===== src/rtl/fetch_pkg.sv =====
// Shared types for the fetch stage: FSM state encoding, reset PC default and
// the {pc, instr} entry layout buffered between fetch and decode.
package fetch_pkg;

  typedef enum logic [1:0] {
    FETCH = 2'd0,
    MISS  = 2'd1,
    FULL  = 2'd2
  } fetch_state_e;

  localparam logic [31:0] RESET_PC_DEFAULT = 32'h0000_0000;
  localparam int          ENTRY_W          = 64;

  typedef struct packed {
    logic [31:0] pc;
    logic [31:0] instr;
  } fetch_entry_t;

endpackage


===== src/rtl/sync_fifo.sv =====
// Small circular FIFO with push/pop/flush and occupancy count. The head entry
// is shown combinationally and reads as zero when the FIFO is empty.
module sync_fifo
  import fetch_pkg::*;
#(
  parameter int DEPTH = 4,
  parameter int WIDTH = ENTRY_W
) (
  input  logic                     clk,
  input  logic                     reset,
  input  logic                     i_push,
  input  logic                     i_pop,
  input  logic                     i_flush,
  input  logic [WIDTH-1:0]         i_wdata,
  output logic [WIDTH-1:0]         o_rdata,
  output logic [$clog2(DEPTH):0]   o_count
);

  localparam int             AW      = $clog2(DEPTH);
  localparam logic [AW:0]    DEPTH_C = (AW + 1)'(DEPTH);

  logic [WIDTH-1:0] r_mem [DEPTH];
  logic [AW-1:0]    r_wrPtr;
  logic [AW-1:0]    r_rdPtr;
  logic [AW:0]      r_count;
  logic             w_doPop;
  logic             w_doPush;

  // A pop frees the slot the push needs, so push+pop is legal when full.
  assign w_doPop  = i_pop & (r_count != '0);
  assign w_doPush = i_push & ((r_count != DEPTH_C) | w_doPop);

  always_ff @(posedge clk) begin
    if (w_doPush && !i_flush) begin
      r_mem[r_wrPtr] <= i_wdata;
    end
  end

  always_ff @(posedge clk or posedge reset) begin
    if (reset) begin
      r_wrPtr <= '0;
      r_rdPtr <= '0;
      r_count <= '0;
    end else if (i_flush) begin
      r_wrPtr <= '0;
      r_rdPtr <= '0;
      r_count <= '0;
    end else begin
      if (w_doPush) r_wrPtr <= r_wrPtr + 1'b1;
      if (w_doPop)  r_rdPtr <= r_rdPtr + 1'b1;
      case ({w_doPush, w_doPop})
        2'b10:   r_count <= r_count + 1'b1;
        2'b01:   r_count <= r_count - 1'b1;
        default: r_count <= r_count;
      endcase
    end
  end

  assign o_rdata = (r_count != '0) ? r_mem[r_rdPtr] : '0;
  assign o_count = r_count;

endmodule


===== src/rtl/fetch_queue.sv =====
// Fetch stage: owns the PC, captures instruction words on hit into a small
// FIFO feeding decode, handles redirect flushes and counts miss cycles.
module fetch_queue
  import fetch_pkg::*;
#(
  parameter int          DEPTH    = 4,
  parameter logic [31:0] RESET_PC = RESET_PC_DEFAULT,
  parameter int          PC_STEP  = 1,
  parameter int          CNT_W    = 16
) (
  input  logic             clk,
  input  logic             reset,
  output logic [31:0]      PC,
  input  logic             hit,
  input  logic [31:0]      instr2Word,
  input  logic             redirectValid,
  input  logic [31:0]      redirectPC,
  output logic             outValid,
  input  logic             outReady,
  output logic [31:0]      outInstr,
  output logic [31:0]      outPC,
  output logic [CNT_W-1:0] missCount
);

  localparam int           CW       = $clog2(DEPTH) + 1;
  localparam logic [CW-1:0] FULL_CNT = CW'(DEPTH);

  fetch_state_e     r_state;
  logic [31:0]      r_pc;
  logic [CNT_W-1:0] r_missCount;

  logic [CW-1:0]    w_count;
  logic             w_pop;
  logic             w_space;
  logic             w_push;
  fetch_entry_t     w_wrEntry;
  fetch_entry_t     w_rdEntry;

  assign outValid = (w_count != '0);
  assign w_pop    = outValid & outReady;
  assign w_space  = (w_count < FULL_CNT) | w_pop;
  assign w_push   = hit & w_space & ~redirectValid &
                    ((r_state == FETCH) | (r_state == MISS));

  assign w_wrEntry = '{pc: r_pc, instr: instr2Word};

  // Redirect flushes the queue, which also discards any same-cycle pop.
  sync_fifo #(
    .DEPTH (DEPTH),
    .WIDTH (ENTRY_W)
  ) u_fifo (
    .clk     (clk),
    .reset   (reset),
    .i_push  (w_push),
    .i_pop   (w_pop),
    .i_flush (redirectValid),
    .i_wdata (w_wrEntry),
    .o_rdata (w_rdEntry),
    .o_count (w_count)
  );

  always_ff @(posedge clk or posedge reset) begin
    if (reset) begin
      r_state     <= FETCH;
      r_pc        <= RESET_PC;
      r_missCount <= '0;
    end else begin
      if ((r_state == MISS) && (r_missCount != '1)) begin
        r_missCount <= r_missCount + CNT_W'(1);
      end
      if (redirectValid) begin
        r_pc    <= redirectPC;
        r_state <= FETCH;
      end else begin
        if (w_push) r_pc <= r_pc + 32'(PC_STEP);
        case (r_state)
          FETCH: begin
            if (!hit && w_space) r_state <= MISS;
            else if (!w_space)   r_state <= FULL;
          end
          MISS: begin
            if (hit && w_space) r_state <= FETCH;
          end
          FULL: begin
            // The pop cycle only frees a slot; fetching resumes next cycle.
            if (w_pop) r_state <= FETCH;
          end
          default: r_state <= FETCH;
        endcase
      end
    end
  end

  assign PC        = r_pc;
  assign missCount = r_missCount;
  assign outPC     = w_rdEntry.pc;
  assign outInstr  = w_rdEntry.instr;

endmodule


===== config.mk =====
export PLATFORM = sky130hd
export DESIGN_NAME = fetch_queue
export DESIGN_NICKNAME = d
export VERILOG_FILES = /design/src/rtl/fetch_pkg.sv /design/src/rtl/sync_fifo.sv /design/src/rtl/fetch_queue.sv
export SDC_FILE = /design/constraint.sdc
export NUM_CORES = 1
export LEC_CHECK = 0
export ABC_CLOCK_PERIOD_IN_PS = 3300
export CAP_MARGIN = 20
export CELL_PAD_IN_SITES_DETAIL_PLACEMENT = 2
export CELL_PAD_IN_SITES_GLOBAL_PLACEMENT = 2
export CORE_ASPECT_RATIO = 1.4
export CORE_MARGIN = 2
export CORE_UTILIZATION = 40
export DETAILED_ROUTE_END_ITERATION = 16
export GPL_ROUTABILITY_DRIVEN = 1
export GPL_TIMING_DRIVEN = 0
export PLACE_DENSITY_LB_ADDON = 0.1
export SYNTH_ARGS = -nofsm -noshare
export SYNTH_HDL_FRONTEND = slang
export SYNTH_SLANG_ARGS = --single-unit

===== constraint.sdc =====
create_clock -name clk -period 3.3 [get_ports clk]
set_input_delay 0.825 -clock clk [delete_from_list [all_inputs] [get_ports clk]]
set_output_delay 0.825 -clock clk [all_outputs]
set_load 0.03 [all_outputs]

Yosys cells after proc, flatten, opt, wreduce, memory -nomap -nowiden. Memory sizes are Yosys's and may differ from the RTL's. Cells that the tools add are included.

Output and inout bits: 113. Memories: 1. Bits in registers: 57. Bits in writable memories: 256. Bits of input ports: 69. Word-level logic and storage cells: 63.

Bitwise operators: 10. Add/subtract/negate cells: 6. Equality and inequality tests: 9. Muxes and demuxes: 17. Reduce and logical (&&, ||, !) cells: 13. $lt $le $gt $ge: 1.

Memories: u_fifo.r_mem (depth 4, width 64, rd ports 1, clocked after memory_dff 0, wr ports 1, RTL line sync_fifo.sv:22) `logic [WIDTH-1:0] r_mem [DEPTH];`.

Operators with widths (number): 32-bit 2-to-1 mux (2); 64-bit 2-to-1 mux (1); 32-bit by 1-bit adder with 32-bit output (second input constant) (1); 2-bit 2-to-1 mux (9); 16-bit by 1-bit adder with 16-bit output (second input constant) (1); 16-bit != test (second input constant) (1); 1-bit bitwise AND (6); 3-bit by 2-bit != test with 1-bit output (second input constant) (2); 2-bit case mux with 3 select lines (1); 3-bit case mux with 2 select lines (1); 2-bit nonzero test (3); 3-bit nonzero test (2); 2-bit by 1-bit adder with 2-bit output (second input constant) (2); 2-bit by 1-bit equality test with 1-bit output (second input constant) (2); 2-bit equality test (second input constant) (2); 1-bit logical AND (4); 4-bit by 3-bit != test with 1-bit output (second input constant) (1); 3-bit by 1-bit adder with 3-bit output (second input constant) (1); 3-bit less-than comparator (second input constant) (1); 3-bit 2-to-1 mux (1); 3-bit != test (second input constant) (1); 1-bit OR (3); 3-bit AND reduction (1); 3-bit by 1-bit subtractor with 3-bit output (second input constant) (1); 4 further kinds (6).

Depth between registers and ports, before layout.
Depth after elaboration: 10. Gate-level depth with buffers: 9. Depth with buffers taken out: 7.

Cells and area by module. Synthesis repeated with hierarchy kept, for this count alone.

Cell total of the unflattened synthesis: 753. Area total of the unflattened synthesis: 12889.9 µm².

Modules (own cells, without submodules): sync_fifo (times used 1, area an instance 10206.0 µm², cells each 468); fetch_queue (times used 1, area an instance 2683.8 µm², cells each 285).

Least setup slack after synthesis. Ideal clock, no wire load.

Path kind: input to register. From: input port redirectValid. To: memory u_fifo.r_mem[0][0] (netlist bit), enable pin. Data arrival time: 2.842 ns. Library setup time: 0.429 ns. Path buffers: 1. Data required time: 2.871 ns. Slack: 0.029 ns. Cell stages on the path: 3. Cell sequence: buf_2 -> nor3b_2 -> and3_1.

Cells in the longest elaborated chain, start to end: 7.

RTL lines: start, declared (RTL line fetch_queue.sv:16) `input logic redirectValid,`; 1-bit inverter (RTL line fetch_queue.sv:42) `assign w_push = hit & w_space & ~redirectValid &`; 1-bit bitwise AND (2 in series) (RTL line fetch_queue.sv:42); 1-bit bitwise AND (RTL line sync_fifo.sv:31) `assign w_doPush = i_push & ((r_count != DEPTH_C) | w_doPop);`; 1-bit logical AND (*) (RTL line sync_fifo.sv:34) `if (w_doPush && !i_flush) begin`; 1-bit 2-to-1 mux (*) (RTL line sync_fifo.sv:34); 1-bit 2-to-1 mux (implied by the code) (*) (RTL line sync_fifo.sv:35) `r_mem[r_wrPtr] <= i_wdata;`; end, declared (RTL line sync_fifo.sv:22).

Every way passes the cells marked *; elsewhere a longest branch is shown, timed or not.

Final worst setup path.
From: register u_fifo.r_rdPtr[0]. To: output port outPC[8].

Cells in the longest elaborated chain, start to end: 2.

RTL lines: start, declared (RTL line sync_fifo.sv:24) `logic [AW-1:0] r_rdPtr;`; start signal, assigned (RTL line sync_fifo.sv:50) `if (w_doPop) r_rdPtr <= r_rdPtr + 1'b1;`; memory 4 x 64 bit; 64-bit 2-to-1 mux (RTL line sync_fifo.sv:59) `assign o_rdata = (r_count != '0) ? r_mem[r_rdPtr] : '0;`; end, declared (RTL line fetch_queue.sv:21) `output logic [31:0] outPC,`.

No other way between the ends.

==> metrics.md <==
| Metric | Value |
|---|---|
| H-tree depth | 1 |
| Fin cells | ~1400 |
| Syn Inst Count | about 760 |
| Worst Path Required | 2470 ps |
| Max Slew Vio Count | 0 |
| Worst-Skew Late Latency | roughly 570 ps |
| Num CTS Buffers | 31 |
| Layout cells sized above 1 | 0.185 |
| Drt wl/cell | 24.7 um |
| Root Driver | clkbuf_16 |
| Inst Count DP | about 1300 |
| Slew @ Worst Pin | 894 ps |
| Worst setup SP type | register |
| Synthesis Warnings | 0 |
| Detailed Route WL | 34500 um |
| Seq cells post-synth | 313 |
| Antenna Nets Post-Route | 0 |
| Status | finished, final reports clean |
| Most used DFF post-synth | edfxtp_1 |
| Initial antenna violation count | 1 |
| Crit end category | primary output |
| Total GRT Usage | 0.209 |
| CTS tree | yes |
| First-pass GRT wire length | between 50000 and 60000 um |
| I/O Buffers | 180 |
| Sequential fraction of the synthesis area | 0.707 |
| Final period util | 0.975 |
| Cts hold-fix bufs | 0 |
| CP max FO | 10 |
| Initial DRC Count | 378 |
| Crit path DAT | 2390 ps |
| Setup crit start | u_fifo.r_rdPtr[0] |
| GPL Wtd Cong | 0.810 |
| RSZ-0062 raised after global routing | no |
| Most common cell in the netlist | edfxtp_1 |
| Via count | about 7500 |
| Largest net degree at the start of global routing | 37 |
| Yosys top cell by area | edfxtp_1 |
| Syn avg cell area | 17.1 um^2 |
| Design Power | 0.0125 W |
| Core Region | ~32000 um^2 |
| Vias in the first global route | between 8000 and 9000 |
| Initial Utilization | 0.407 |
| Die area | 33700 um^2 |
| # setup viols final | 0 |
| Die height | between 200 and 250 um |
| DIE WIDTH | 156 um |
| Cell Pwr Density | 766 nW/um^2 |
| # IOs | 182 |
| Ranking of synthesized cells by area | edfxtp_1, mux4_2, dfrtp_1, and2_1, xor2_1 |
| Synth cell types | 51 |
| Min-delay src | missCount[15] |
| DR vias/cell | 5.39 |
| Reg2reg start | PC[0] |
| Clock sinks | 313 |
| Std cell rows | 77 |
| DRC | 0 |
| Max-Cap Viols | 0 |
| Setup Buffers After CTS | 0 |
| Minimum clock period | 3220 ps |
| Clock Path Buffers | 3 |
| Min-Delay Path Class | register to register |
| Nets@finish | around 1000 |
| Setup CP Type | register to primary output |
| Synth top area share | 0.596 |
| Post-synthesis instance area | 12900 um^2 |
| Peak supply drop | roughly 0.45 mV |
| Post-Syn Nets | 832 |
| Fraction of registers with async set/reset | 0.182 |
| Clock skew | 16.9 ps |
| P_leak | 5.69 nW |
| First-pass DRT Iterations | 5 |
| Fin. Hold Viols | 0 |
| Max-slew headroom | 0.399 |
| Antenna fix cells | 0 |
| Post-synth EDFFs | 256 |
| Fmax | 0.311 GHz |
| Gr ovfl total | 0 |
| Area grow syn2layout | 26.3% |
| Worst-path clk slew | 60 ps |
| Synth top cells by count | edfxtp_1, and2_1, mux4_2, dfrtp_1, nand2_1 |
| Dpl hpwl | between 20000 and 25000 um |
==> placed cells by master (no fill, tap or decap), drive strengths merged, types with 2 or more instances in the layout <==
master         instances
edfxtp               256
clkdlybuf4s50        116
clkbuf                74
and2                  69
mux4                  64
dfrtp                 57
nand2                 45
dlygate4sd2           36
nor2                  27
xor2                  25
o21ai                 24
nand3                 22
nand4                 20
buf                   18
xnor2                 16
clkinv                15
clkdlybuf4s15         11
and3                  11
nor3                   9
inv                    9
nor4                   8
nand2b                 7
nor2b                  6
a21oi                  6
mux2i                  6
ha                     6
mux2                   4
a21o                   3
and4                   3
o311ai                 2
o211ai                 2
a31oi                  2
bufinv                 2
==> per-stage QoR <==
stage	setup slack [ps]	area [um^2]	setup TNS (ps)	util	hold WS, ps
2_1_floorplan	29.1	12900	0	-	449
3_3_place_gp	-1840	15200	-481270	0.479	481
3_5_place_dp	-493	15300	-18340	0.483	502
4_1_cts	-21.9	16300	-21.9	0.515	517
5_1_grt	0.518	16300	0	0.514	545
6_report	83.2	16300	0	0.514	510
==> path summary, 6_finish.rpt <==
path	slack, ps	depth (start not counted)	end
worst max-delay path	80	5	outPC[8]
min in group asynchronous	670	2	PC[22]
max in group asynchronous	2010	3	u_fifo.r_rdPtr[0]
worst max register to register	660	6	PC[26]
worst min register to register	510	1	missCount[15]
worst min-delay path	510	1	missCount[15]
==> critical path, stage by stage (launching register included) <==
cell,delay [ps]
dfrtp_2,420
buf_12,180
buf_8,180
mux4_2,510
and2_1,170
clkdlybuf4s15_1,340
==> report_power, final <==
group	switching [W]	internal, W
clock network	0.00150	0.00192
registers	0.000292	0.00463
logic	0.00241	0.00173
==> metal layers <==
| layer | share of wire | routed length (um) | GRT usage | vias up |
|---|---|---|---|---|
| li1 | - | - | - | 3353 |
| met1 | 0.40 | 13700 | 0.252 | 3910 |
| met2 | 0.55 | 18800 | 0.391 | 192 |
| met3 | 0.037 | 1280 | 0.0292 | 47 |
| met4 | 0.019 | 671 | 0.0523 | 2 |
| met5 | 0.00038 | 13 | 0 | - |
==> layout make-up <==
class	count	area (um^2)
buffer	33	256
clock buffer	38	812
clock inverter	20	170
fill	2842	15400
inverter	7	26.3
multi-input combinational	402	3630
sequential	313	9120
tap	395	494
timing repair buffer	185	1780
==> state kept, by name, indices dropped and copies added (netlist names) <==
signal	flops
r_state	2
u_fifo.r_rdPtr	2
PC	32
u_fifo.o_count	3
missCount	16
u_fifo.r_mem	256
u_fifo.r_wrPtr	2
==> logic make-up after synthesis <==
kind of cell	count (synthesis)	share of synthesized area
xor gates and xnor gates	41	0.0278
adders and majority gates	7	0.00737
muxes	74	0.120
DFF	313	0.707
AOI/OAI and AO/OA	47	0.0224
and+or+nand+nor	233	0.102
buffers and inverters	41	0.0136
==> timing repair <==
item | CTS | global route
gates resized for setup | 121 | 44
endpoints found under the hold margin | 0 | 0
endpoints found under the setup margin | 65 | 37
(Power assumes the default switching activity.)
